==> config.mk <==
export PLATFORM = sky130hd
export DESIGN_NAME = fizzbuzz_stream_ctrl
export DESIGN_NICKNAME = d
export VERILOG_FILES = /design/src/rtl/fizzbuzz_pkg.sv /design/src/rtl/fizzbuzz_mod_counter.sv /design/src/rtl/fizzbuzz_stream_ctrl.sv
export SDC_FILE = /design/constraint.sdc
export NUM_CORES = 1
export LEC_CHECK = 0
export CORE_MARGIN = 5
export CORE_UTILIZATION = 46
export DETAILED_ROUTE_END_ITERATION = 7
export GPL_TIMING_DRIVEN = 0
export PLACE_DENSITY = 0.75
export SLEW_MARGIN = 5
export SYNTH_ARGS = -nofsm -noshare
export SYNTH_HDL_FRONTEND = slang
export SYNTH_SLANG_ARGS = --single-unit
==> constraint.sdc <==
create_clock -name clk -period 1.93 [get_ports clk]
set_input_delay 0.386 -clock clk [delete_from_list [all_inputs] [get_ports clk]]
set_output_delay 0.386 -clock clk [all_outputs]
set_load 0.01 [all_outputs]
==> src/rtl/fizzbuzz_pkg.sv <==
// -----------------------------------------------------------------------------
// fizzbuzz_pkg
// Shared types for the FizzBuzz stream controller:
//   fb_kind_e   token classification carried on out_kind ({buzz, fizz} bits)
//   fb_state_e  controller state
//   cnt_width() width of a modulo counter for a given divisor (min 1 bit)
// -----------------------------------------------------------------------------
package fizzbuzz_pkg;

   typedef enum logic [1:0] {
      KIND_NUM      = 2'd0,
      KIND_FIZZ     = 2'd1,
      KIND_BUZZ     = 2'd2,
      KIND_FIZZBUZZ = 2'd3
   } fb_kind_e;

   typedef enum logic [1:0] {
      ST_IDLE = 2'd0,
      ST_RUN  = 2'd1,
      ST_DONE = 2'd2
   } fb_state_e;

   // A divisor of 1 still gets a 1-bit counter; it simply never leaves 0.
   function automatic int cnt_width(input int mod);
      return (mod > 1) ? $clog2(mod) : 1;
   endfunction

endpackage : fizzbuzz_pkg

==> src/rtl/fizzbuzz_mod_counter.sv <==
// -----------------------------------------------------------------------------
// fizzbuzz_mod_counter
// Incremental modulo-MOD counter replacing a per-value % operation.
// Ports:
//   clk, resetn  clock and asynchronous active-low reset
//   clr          synchronous clear to 0 (wins over inc)
//   inc          advance by one, wrapping from MOD-1 to 0
//   cnt          current residue
//   is_zero      residue is 0, i.e. the tracked value is divisible by MOD
// -----------------------------------------------------------------------------
module fizzbuzz_mod_counter
   import fizzbuzz_pkg::*;
#(
   parameter int MOD = 3
) (
   input  logic                      clk,
   input  logic                      resetn,
   input  logic                      clr,
   input  logic                      inc,
   output logic [cnt_width(MOD)-1:0] cnt,
   output logic                      is_zero
);

   localparam int CNT_W = cnt_width(MOD);

   logic [CNT_W-1:0] cnt_q;
   logic [CNT_W-1:0] cnt_d;

   // With MOD == 1 the wrap compare is against 0, so the counter stays 0.
   always_comb begin
      // NOTE: assign the default first so every path drives cnt_d; a missing
      // branch would otherwise infer a latch.
      cnt_d = cnt_q;
      if (clr) begin
         cnt_d = '0;
      end else if (inc) begin
         cnt_d = (cnt_q == CNT_W'(MOD - 1)) ? '0 : cnt_q + CNT_W'(1);
      end
   end

   always_ff @(posedge clk or negedge resetn) begin
      // NOTE: state registers use non-blocking assignments so every flop
      // samples pre-edge values regardless of process ordering.
      if (!resetn) begin
         cnt_q <= '0;
      end else begin
         cnt_q <= cnt_d;
      end
   end

   assign cnt     = cnt_q;
   assign is_zero = (cnt_q == '0);

endmodule : fizzbuzz_mod_counter

==> src/rtl/fizzbuzz_stream_ctrl.sv <==
// -----------------------------------------------------------------------------
// fizzbuzz_stream_ctrl
// Runs one FizzBuzz count (values 0..len_eff-1) per accepted start and emits a
// classified token per value on a valid/ready stream, with abort support.
// Ports:
//   clk, resetn   clock, asynchronous active-low reset
//   start, len    run request (IDLE only); len 0 or >MAX_CYCLES means MAX_CYCLES
//   abort         stop the current run, no done pulse
//   out_valid     token present (only in RUN)
//   out_ready     consumer accepts the token
//   out_value     current count value
//   out_kind      0 NUM, 1 FIZZ, 2 BUZZ, 3 FIZZBUZZ
//   out_last      token is the final value of the run
//   busy          controller not idle
//   done          one-cycle pulse after the last token is accepted
// -----------------------------------------------------------------------------
module fizzbuzz_stream_ctrl
   import fizzbuzz_pkg::*;
#(
   parameter int FIZZ       = 3,
   parameter int BUZZ       = 5,
   parameter int MAX_CYCLES = 100
) (
   input  logic                                 clk,
   input  logic                                 resetn,
   input  logic                                 start,
   input  logic [$clog2(MAX_CYCLES+1)-1:0]      len,
   input  logic                                 abort,
   output logic                                 out_valid,
   input  logic                                 out_ready,
   output logic [$clog2(MAX_CYCLES+1)-1:0]      out_value,
   output logic [1:0]                           out_kind,
   output logic                                 out_last,
   output logic                                 busy,
   output logic                                 done
);

   localparam int CW = $clog2(MAX_CYCLES + 1);

   fb_state_e        state_q, state_d;
   logic [CW-1:0]    value_q, value_d;
   logic [CW-1:0]    len_q,   len_d;
   logic [CW-1:0]    len_eff;
   logic             cnt_clr, cnt_inc;
   logic             handshake;
   logic             is_last;
   logic             fizz_is_zero, buzz_is_zero;
   logic [cnt_width(FIZZ)-1:0] fizz_cnt;
   logic [cnt_width(BUZZ)-1:0] buzz_cnt;
   fb_kind_e         kind;

   // Out-of-range requests fall back to a full-length run.
   assign len_eff = ((len == '0) || (len > CW'(MAX_CYCLES))) ? CW'(MAX_CYCLES) : len;

   assign handshake = out_valid && out_ready;
   assign is_last   = (value_q == len_q - CW'(1));

   always_comb begin
      state_d = state_q;
      value_d = value_q;
      len_d   = len_q;
      cnt_clr = 1'b0;
      cnt_inc = 1'b0;
      unique case (state_q)
         ST_IDLE: begin
            // start wins over a same-cycle abort because abort is not looked at here.
            if (start) begin
               state_d = ST_RUN;
               value_d = '0;
               len_d   = len_eff;
               cnt_clr = 1'b1;
            end
         end
         ST_RUN: begin
            // Abort takes priority: a coincident handshake does not advance the count.
            if (abort) begin
               state_d = ST_IDLE;
            end else if (handshake) begin
               if (is_last) begin
                  state_d = ST_DONE;
               end else begin
                  value_d = value_q + CW'(1);
                  cnt_inc = 1'b1;
               end
            end
         end
         ST_DONE: begin
            state_d = ST_IDLE;
         end
         default: begin
            state_d = ST_IDLE;
         end
      endcase
   end

   always_ff @(posedge clk or negedge resetn) begin
      if (!resetn) begin
         state_q <= ST_IDLE;
         value_q <= '0;
         len_q   <= CW'(MAX_CYCLES);
      end else begin
         state_q <= state_d;
         value_q <= value_d;
         len_q   <= len_d;
      end
   end

   fizzbuzz_mod_counter #(.MOD(FIZZ)) u_fizz_cnt (
      .clk     (clk),
      .resetn  (resetn),
      .clr     (cnt_clr),
      .inc     (cnt_inc),
      .cnt     (fizz_cnt),
      .is_zero (fizz_is_zero)
   );

   fizzbuzz_mod_counter #(.MOD(BUZZ)) u_buzz_cnt (
      .clk     (clk),
      .resetn  (resetn),
      .clr     (cnt_clr),
      .inc     (cnt_inc),
      .cnt     (buzz_cnt),
      .is_zero (buzz_is_zero)
   );

   // The residues themselves are only needed to confirm the divisibility flags.
   always_comb begin
      assert (fizz_is_zero == (fizz_cnt == '0));
      assert (buzz_is_zero == (buzz_cnt == '0));
   end

   // Counters sit at 0 after reset and after each start, so kind reads
   // FIZZBUZZ for value 0 without any special case.
   assign kind      = fb_kind_e'({buzz_is_zero, fizz_is_zero});

   assign out_valid = (state_q == ST_RUN);
   assign out_value = value_q;
   assign out_kind  = kind;
   assign out_last  = (state_q == ST_RUN) && is_last;
   assign busy      = (state_q != ST_IDLE);
   assign done      = (state_q == ST_DONE);

endmodule : fizzbuzz_stream_ctrl

# Yosys cells after proc, flatten, opt, wreduce, memory -nomap -nowiden
# Cells that the tools add are included.
dict set report word_totals {
  regBits 21
  latch_bits 0
  mem_bits_rw 0
  mem_bits_ro 0
  in_bits 12
  word_cells 57
  n_memories 0
}
dict set report classes {
  addsub 4
  n_mul 0
  n_div 0
  order_cmp 1
  n_eq_ne 11
  shifts 0
  mux 23
  n_bitwise 0
  n_reduce_logical 13
}
# op n
set op_table {}
lappend op_table {{7-bit 2-to-1 mux} 5}
lappend op_table {{2-bit 2-to-1 mux} 7}
lappend op_table {{7-bit one-hot mux with 2 select lines} 1}
lappend op_table {{3-bit 2-to-1 mux} 3}
lappend op_table {{7-bit by 1-bit adder with 7-bit output, second input constant} 1}
lappend op_table {{7-bit == test} 1}
lappend op_table {{7-bit greater-than comparator, second input constant} 1}
lappend op_table {{7-bit logical NOT} 1}
lappend op_table {{7-bit by 1-bit subtractor with 7-bit output, second input constant} 1}
lappend op_table {{1-bit 2-to-1 mux} 6}
lappend op_table {{2-bit != test, second input constant} 3}
lappend op_table {{3-bit by 2-bit != test with 1-bit output, second input constant} 2}
lappend op_table {{2-bit nonzero test} 3}
lappend op_table {{5-bit AND reduction} 1}
lappend op_table {{2-bit == test, second input constant} 2}
lappend op_table {{2-bit logical NOT} 2}
lappend op_table {{2-bit one-hot mux with 2 select lines} 1}
lappend op_table {{3-bit by 1-bit adder with 3-bit output, second input constant} 1}
lappend op_table {{3-bit == test, second input constant} 1}
lappend op_table {{3-bit logical NOT} 1}
lappend op_table {{3-bit AND reduction} 1}
lappend op_table {{2-bit by 1-bit adder with 2-bit output, second input constant} 1}
lappend op_table {{2-bit by 1-bit == test with 1-bit output, second input constant} 1}
lappend op_table {{1-bit logical AND} 2}
lappend op_table {{3 further kinds} 3}

# Logic depth before layout (Yosys ltp)
# Gate-level depths: netlist of run 1.
dict set report depth {
  word_depth 8
  mapped_depth 8
  ltp_nobuf 8
}

# Modules after synthesis
# Synthesis of run 1 repeated with hierarchy kept, for this count alone.
dict set report hier_totals {
  cells_unflattened 147
  hier_area_um2 1357.6
}
# module n_inst cells_each area_per_inst_um2 seq_area_each_um2
set modules_own_cells {}
lappend modules_own_cells {fizzbuzz_stream_ctrl 1 121 1086.0 404.1}
lappend modules_own_cells {{fizzbuzz_mod_counter (u_buzz_cnt)} 1 17 172.7 75.1}
lappend modules_own_cells {{fizzbuzz_mod_counter (u_fizz_cnt)} 1 9 98.8 50.0}

# Least setup slack after synthesis of run 1
# OpenSTA, ideal clock, no wires.
dict set report synth_path {
  path_kind {flip-flop to output port}
  startpoint {register len_q[0]}
  endpoint {output port out_last}
  arrival_time_ps 1741
  setup_slack_ps -197
  path_stages_with_launch 8
  n_path_buf 0
  path_cell_list {dfrtp_1 -> inv_1 -> ha_1 -> xnor2_1 -> xnor2_1 -> nor4_1 -> o211a_4 -> and2_2}
}
dict set report synth_between {
  elab_chain_len 3
}
# element line
set synth_rtl {}
lappend synth_rtl {{start: declaration} fizzbuzz_stream_ctrl.sv:42} ;# logic [CW-1:0] len_q, len_d;
lappend synth_rtl {{start signal: assignment} fizzbuzz_stream_ctrl.sv:100} ;# len_q <= CW'(MAX_CYCLES);
lappend synth_rtl {{start signal: assignment} fizzbuzz_stream_ctrl.sv:104} ;# len_q <= len_d;
lappend synth_rtl {{7-bit by 1-bit subtractor with 7-bit output} fizzbuzz_stream_ctrl.sv:56} ;# assign is_last = (value_q == len_q - CW'(1));
lappend synth_rtl {{7-bit == test} fizzbuzz_stream_ctrl.sv:56}
lappend synth_rtl {{1-bit logical AND} fizzbuzz_stream_ctrl.sv:139} ;# assign out_last = (state_q == ST_RUN) && is_last;
lappend synth_rtl {{end: declaration} fizzbuzz_stream_ctrl.sv:33} ;# output logic out_last,
# Every way passes these cells.

# Final worst setup path of run 1
dict set report layout_path {
  startpoint {register len_q[1]}
  endpoint {output port out_last}
}
# The elaborated chain is that of the path after synthesis.

==> impl_results.md, run 1 <==
- Cell Pwr Density: between 800 and 900 nW/um^2
- Synth-to-layout area growth: 41.6%
- Total of max-cap violations: 0
- Seq/Total Area, Yosys: 0.412
- Tcrit/Tclk final: 1.30
- Die H: around 63 um
- Crit Path Class: reg2out
- Peak supply drop: ~0.00061 V
- Die width: around 63 um
- CP Max Fanout: 4
- Routed len/inst: 16.0 um
- Tmin final: 2.51 ns
- Transition time of the tightest slew-check pin: 0.997 ns
- CP Launch Point: len_q[1]$_DFFE_PN0P_
- Via count: 1229
- Worst hold slack: 0.492 ns
- Synth Warn #: 0
- DRC errors left: 0
- Drt pass-1 iters: 4
- Static leakage: between 0.7 and 0.8 nW
- Worst Hold Class: reg2reg
- Largest net degree at the start of global routing: 22
- Post-synthesis instance total: approximately 140
- Crit-path max cell delay: between 0.4 and 0.5 ns
- CP Capture Point: out_last
- RePlAce Congestion: 0.772
- Sum Neg Setup Slack: -5.01 ns
- CP Cell Sequence: inv_2 > ha_4 > nor3b_4 > xor2_1 > o32ai_2 > o211a_4 > and2_4 > buf_6
- Hold_buf cts: 0
- Max-slew violation count: 0
- CTS tree: built
- WP data arrival: 2.12 ns
- Syn_area_per_cell: 9.04 um^2
- Routed WL: 3440 um
- Crit path capture type: output port
- Worst-Skew Late Latency: 0.31 ns
- R2R depth: 10
- Initial antenna violation count: 0
- Initial Util: 0.474
- Port bufs: 24
- Area of the multi-input gates: 808 um^2
- Final ANT Viol Nets: 0
- Fillers: 225
- Core Rows: 19
- Final Hold Fails: 0
- Fmax achieved: 0.399 GHz
- Post-Syn Nets: 158
- FF/Latch Area: 529 um^2
- First-pass GRT wire length: 5430 um
- Ports: 25
- Reg-to-Reg Start: len_q[1]$_DFFE_PN0P_
- Fin nets: ~200
- Diodes inserted: 0
- CP max-delay cell: dfrtp_1
- Grt ovf: 0
- Worst-path clk slew: between 0.1 and 0.15 ns
- Reg2Reg Setup Slack: -0.51 ns
- Max clock buf depth: 2
- Status: finished, violations left
- Clk root buf: clkbuf_4
- Total track usage: 0.168
- Netlist cell types: 35
- Worst setup margin: -0.576 ns
- Failing checks: setup timing
- Die ar.: just under 4000 um^2
- Endpoints failing setup: 15
- Total CTS buffers: 3
- HPWL after DPL: 2200 um
- Initial DRC Count: 44
- Sink Count: 21
- Vias per cell: 5.72
- Worst slew margin: 0.333
- Yosys reg bits: 21
- CORE AREA: 2710 um^2
- H-tree levels: 1
- Share of layout cells above drive strength 1: 0.283
- RSZ-0062 raised after global routing: true
- Critical Path RT: 1.54 ns
- Startpoint types: flop
- Vias in the first global route: 1177
- Mapped Area: 1280 um^2
- Reg2reg end: out_value[5]$_DFFE_PN0P_
- Clock skew: between 0.0015 and 0.002 ns
-- layout by cell type (no fill, tap or decap), types with 4 or more instances in the layout --
cell type / n
nand2_1: 22
clkdlybuf4s50_1: 21
dfrtp_1: 18
buf_4: 13
xnor2_1: 9
nor2_1: 8
nand3_1: 8
o21ai_0: 6
inv_1: 5
a21oi_2: 5
buf_6: 4
-- cell families after synthesis --
group           count (synthesis)  share of synthesized area
simple gates                   62                      0.250
compound gates                 30                      0.157
flops                          21                      0.412
xor+xnor                       11                     0.0751
buf+inv                        11                     0.0439
fa+ha+maj                       4                     0.0390
mux                             3                     0.0234
-- Yosys cell counts --
library cell  number  area (um^2)
a21oi_1            7         35.0
a22o_1             2         17.5
and2_1             2         12.5
and2_2             1         7.51
and2b_1            1         7.51
buf_4              2         15.0
buf_6              1         11.3
clkbuf_1           1         3.75
dfrtp_1           18          450
dfstp_2            3         78.8
ha_1               4         50.1
inv_1              7         26.3
mux2i_1            3         30.0
nand2_1           22         82.6
nand2b_1           2         12.5
nand3_1            8         40.0
nand4_1            3         18.8
nand4b_1           1         8.76
nor2_1             9         33.8
nor2b_1            3         18.8
nor3_1             3         15.0
nor3b_4            1         18.8
nor4_1             1         6.26
o211a_4            1         17.5
o211ai_1           1         7.51
o211ai_2           1         12.5
o21ai_0           10         50.1
o22ai_1            2         12.5
o311ai_0           2         17.5
o31ai_1            3         22.5
o32ai_1            1         8.76
or3_2              1         7.51
or4_1              4         30.0
xnor2_1            9         78.8
xor2_1             2         17.5
-- stage by stage --
stage | utilization | std cells | power [mW] | cell area [um^2] | worst slack (ns)
2_1_floorplan | - | 142 | 0.965 | 1300 | -0.136
5_1_grt | 0.671 | 215 | 1.61 | 1820 | -0.685
6_report | 0.671 | 215 | 1.52 | 1820 | -0.576
3_3_place_gp | 0.583 | 197 | 1.13 | 1580 | -0.728
3_5_place_dp | 0.583 | 197 | 1.16 | 1580 | -0.792
4_1_cts | 0.630 | 207 | 1.44 | 1710 | -0.566
-- routing by layer --
metal | track usage | vias to the layer above | part of all wire
met2 | 0.263 | 38 | 0.51
li1 | - | 585 | -
met5 | 0 | - | 0
met1 | 0.232 | 600 | 0.43
met3 | 0.0378 | 6 | 0.048
met4 | 0.0477 | 0 | 0.012
-- final cells by class --
class                      count  share of cell area
buffer                         4              0.0165
clock buffer                   4              0.0145
inverter                       7              0.0145
multi-input combinational    110               0.445
sequential                    21               0.291
tap                           31              0.0213
timing repair buffer          38               0.198
-- worst min path at each step --
stage,endpoint,slack (ns),start,cells past startpoint
after floorplan,len_q[0]$_DFFE_PN0P_,0.09,resetn,0
after global placement,len_q[6]$_DFFE_PN1P_,0.47,len_q[6]$_DFFE_PN1P_,2
after detailed placement,len_q[6]$_DFFE_PN1P_,0.47,len_q[6]$_DFFE_PN1P_,2
after CTS,len_q[6]$_DFFE_PN1P_,0.49,len_q[6]$_DFFE_PN1P_,2
after global routing,len_q[6]$_DFFE_PN1P_,0.52,len_q[6]$_DFFE_PN1P_,2
final,len_q[6]$_DFFE_PN1P_,0.49,len_q[6]$_DFFE_PN1P_,2
-- worst max-delay path, delay by kind of cell, from the launching register on --
family	cells	cell delay [ns]
AOI/OAI and AO/OA	2	0.53
DFF	1	0.42
and+or+nand+nor	2	0.41
buffers and inverters	2	0.18
adders and majority gates	1	0.14
xor gates and xnor gates	1	0.12
-- registers in the layout (all words and copies together) (netlist names) --
name and cells:
out_value 7, len_q 7, u_buzz_cnt.cnt 3, u_fizz_cnt.cnt 2, state_q 2
-- power by group --
part	total (mW)	leakage (nW)	switching (mW)	internal [mW]
Sequential	0.613	0.273	0.0910	0.522
Clock	0.219	0.0150	0.139	0.0807
Combinational	0.687	0.487	0.319	0.367
-- repair_timing --
item                       in CTS  in global routing
setup endpoints to repair      16                 22
gates resized for setup        25                 17
pin swaps                      12                 10
setup buffers                   6                  9
No activity file was read; power rests on OpenSTA's default activity.
==> inputs of run 2 (changes only) <==
Settings changed: SLEW_MARGIN 5 to 20.
==> impl_results.md, run 2 (same netlist as run 1, synthesis figures left out) <==
- Sink Count: 21
- Fin nets: 201
- P_int: ~0.97 mW
- Die width: 62.8 um
- Routed len/inst: 16.2 um
- Max clock buf depth: 2
- Final ANT Viol Nets: 0
- Via count: 1220
- Peak supply drop: roughly 0.00061 V
- Combinational share of power: 0.451
- DP Worst Slack: -0.792 ns
- Synth-to-layout area growth: 41.2%
- Most common cell after layout, fill and taps aside: nand2_1
- Sw Share: 0.362
- Largest net degree at the start of global routing: 22
- Hold_buf cts: 0
- Die ar.: between 3000 and 4000 um^2
- CP Cell Sequence: inv_2 > ha_4 > nor3b_4 > xor2_1 > o32ai_2 > o211a_4 > and2_4 > buf_6
- Grt ovf: 0
- Reg power frac: 0.404
- Final Hold Fails: 0
- Worst hold slack: between 0.02 and 0.025 ns
- Fillers: 227
- RSZ-0062 raised after global routing: true
- Fmax achieved: roughly 0.4 GHz
- Initial Util: 0.474
- Crit path capture type: output port
- CP delay by family, top: compound AO/OA/AOI/OAI gates
- Routed WL: 3480 um
- Critical Path RT: 1.54 ns
- Tmin final: 2.52 ns
- Diodes inserted: 0
- Sum Neg Setup Slack: -5.15 ns
- CTS tree: built
- CP max-delay cell: dfrtp_1
- Initial antenna violation count: 0
- Cell Pwr Density: 837 nW/um^2
- Buf/Inv on CP: 2
- RePlAce Congestion: about 0.77
- Worst setup margin: -0.588 ns
- Max-slew violation count: 0
- Vias in the first global route: 1177
- Total track usage: 0.168
- Final Non-Filler Cells: between 200 and 250
- Transition time of the tightest slew-check pin: 0.557 ns
- Crit Path Class: reg2out
- DRC errors left: 0
- Clk root buf: clkbuf_4
- Drt pass-1 iters: 4
- CP Max Fanout: 4
- Area of the multi-input gates: 808 um^2
- H-tree levels: 1
- Clock skew: 0.00220 ns
- Static leakage: 0.775 nW
- Worst-path clk slew: around 0.12 ns
- Tcrit/Tclk final: 1.30
- CORE AREA: 2710 um^2
- Crit-path max cell delay: 0.42 ns
- WP data arrival: 2.13 ns
- Total power: 1.52 mW
- Most frequent cells in the layout: nand2_1 (22), clkdlybuf4s50_1 (20), dfrtp_1 (18)
- Endpoints failing setup: 15
- Share of layout cells above drive strength 1: 0.288
- Ports: 25
- Core Util, Final: 0.669
- FF/Latch Area: 529 um^2
- HPWL after DPL: 2200 um
- Clock Power Share: 0.144
- Final instance area: 1810 um^2
- Total of max-cap violations: 0
- Status: finished, violations left
- Worst slew margin: 0.629
- Placed cell count: 197
- Worst-Skew Late Latency: 0.31 ns
- Die H: about 63 um
- Vias per cell: 5.67
- Core Rows: 19
- Startpoint types: flop
- Psw: around 0.55 mW
- Port bufs: 24
- Initial DRC Count: 47
- First-pass GRT wire length: 5430 um
- Dpl cell area: 1580 um^2
- Worst Hold Class: in2async
- Failing checks: setup timing
- Total CTS buffers: 3
==> run 2: routing by layer <==
layer,share of wire,global-route usage
met1,0.44,0.232
met2,0.51,0.263
met3,0.042,0.0378
met4,0.012,0.0477
met5,0,0
==> run 2: worst reg2reg max path: stages, from the launching register on <==
cell     delay (ns)
dfrtp_1        0.42
inv_2          0.09
ha_4           0.14
nor3b_4        0.28
xor2_1         0.20
o32ai_2        0.12
o211a_4        0.26
buf_4          0.14
buf_8          0.12
or4_4          0.48
a21oi_2        0.13
==> run 2: repair_timing <==
item,CTS,global route
setup endpoints to repair,16,22
gates resized for setup,25,17
buffers inserted,6,9
pin swaps,12,10
==> run 2: power by group through the flow <==
stage / Combinational, mW / Clock (mW) / Sequential, mW
after floorplan: 0.362 / 0 / 0.603
after global placement: 0.520 / 0 / 0.612
after detailed placement: 0.543 / 0 / 0.618
after CTS: 0.610 / 0.219 / 0.609
after global routing: 0.745 / 0.244 / 0.625
final: 0.685 / 0.219 / 0.613
==> run 2: worst paths after layout <==
kind	startpoint	to	slack, ns	depth (start not counted)
worst min-delay path	resetn	u_buzz_cnt.cnt[0]$_DFFE_PN0P_	0.02	1
worst max-delay path	len_q[1]$_DFFE_PN0P_	out_last	-0.59	8
max in group asynchronous	resetn	len_q[5]$_DFFE_PN1P_	1.55	1
worst min register to register	len_q[6]$_DFFE_PN1P_	len_q[6]$_DFFE_PN1P_	0.49	2
min in group clk	len_q[6]$_DFFE_PN1P_	len_q[6]$_DFFE_PN1P_	0.49	2
worst max register to register	len_q[1]$_DFFE_PN0P_	out_value[5]$_DFFE_PN0P_	-0.51	10
==> run 2: layout make-up <==
cell class,count,area share
repair buffers,38,0.195
flip-flops and latches,21,0.292
well taps,31,0.0214
inverters,7,0.0145
multi-input cells,110,0.446
plain buffers,4,0.0166
clock buffers,4,0.0145
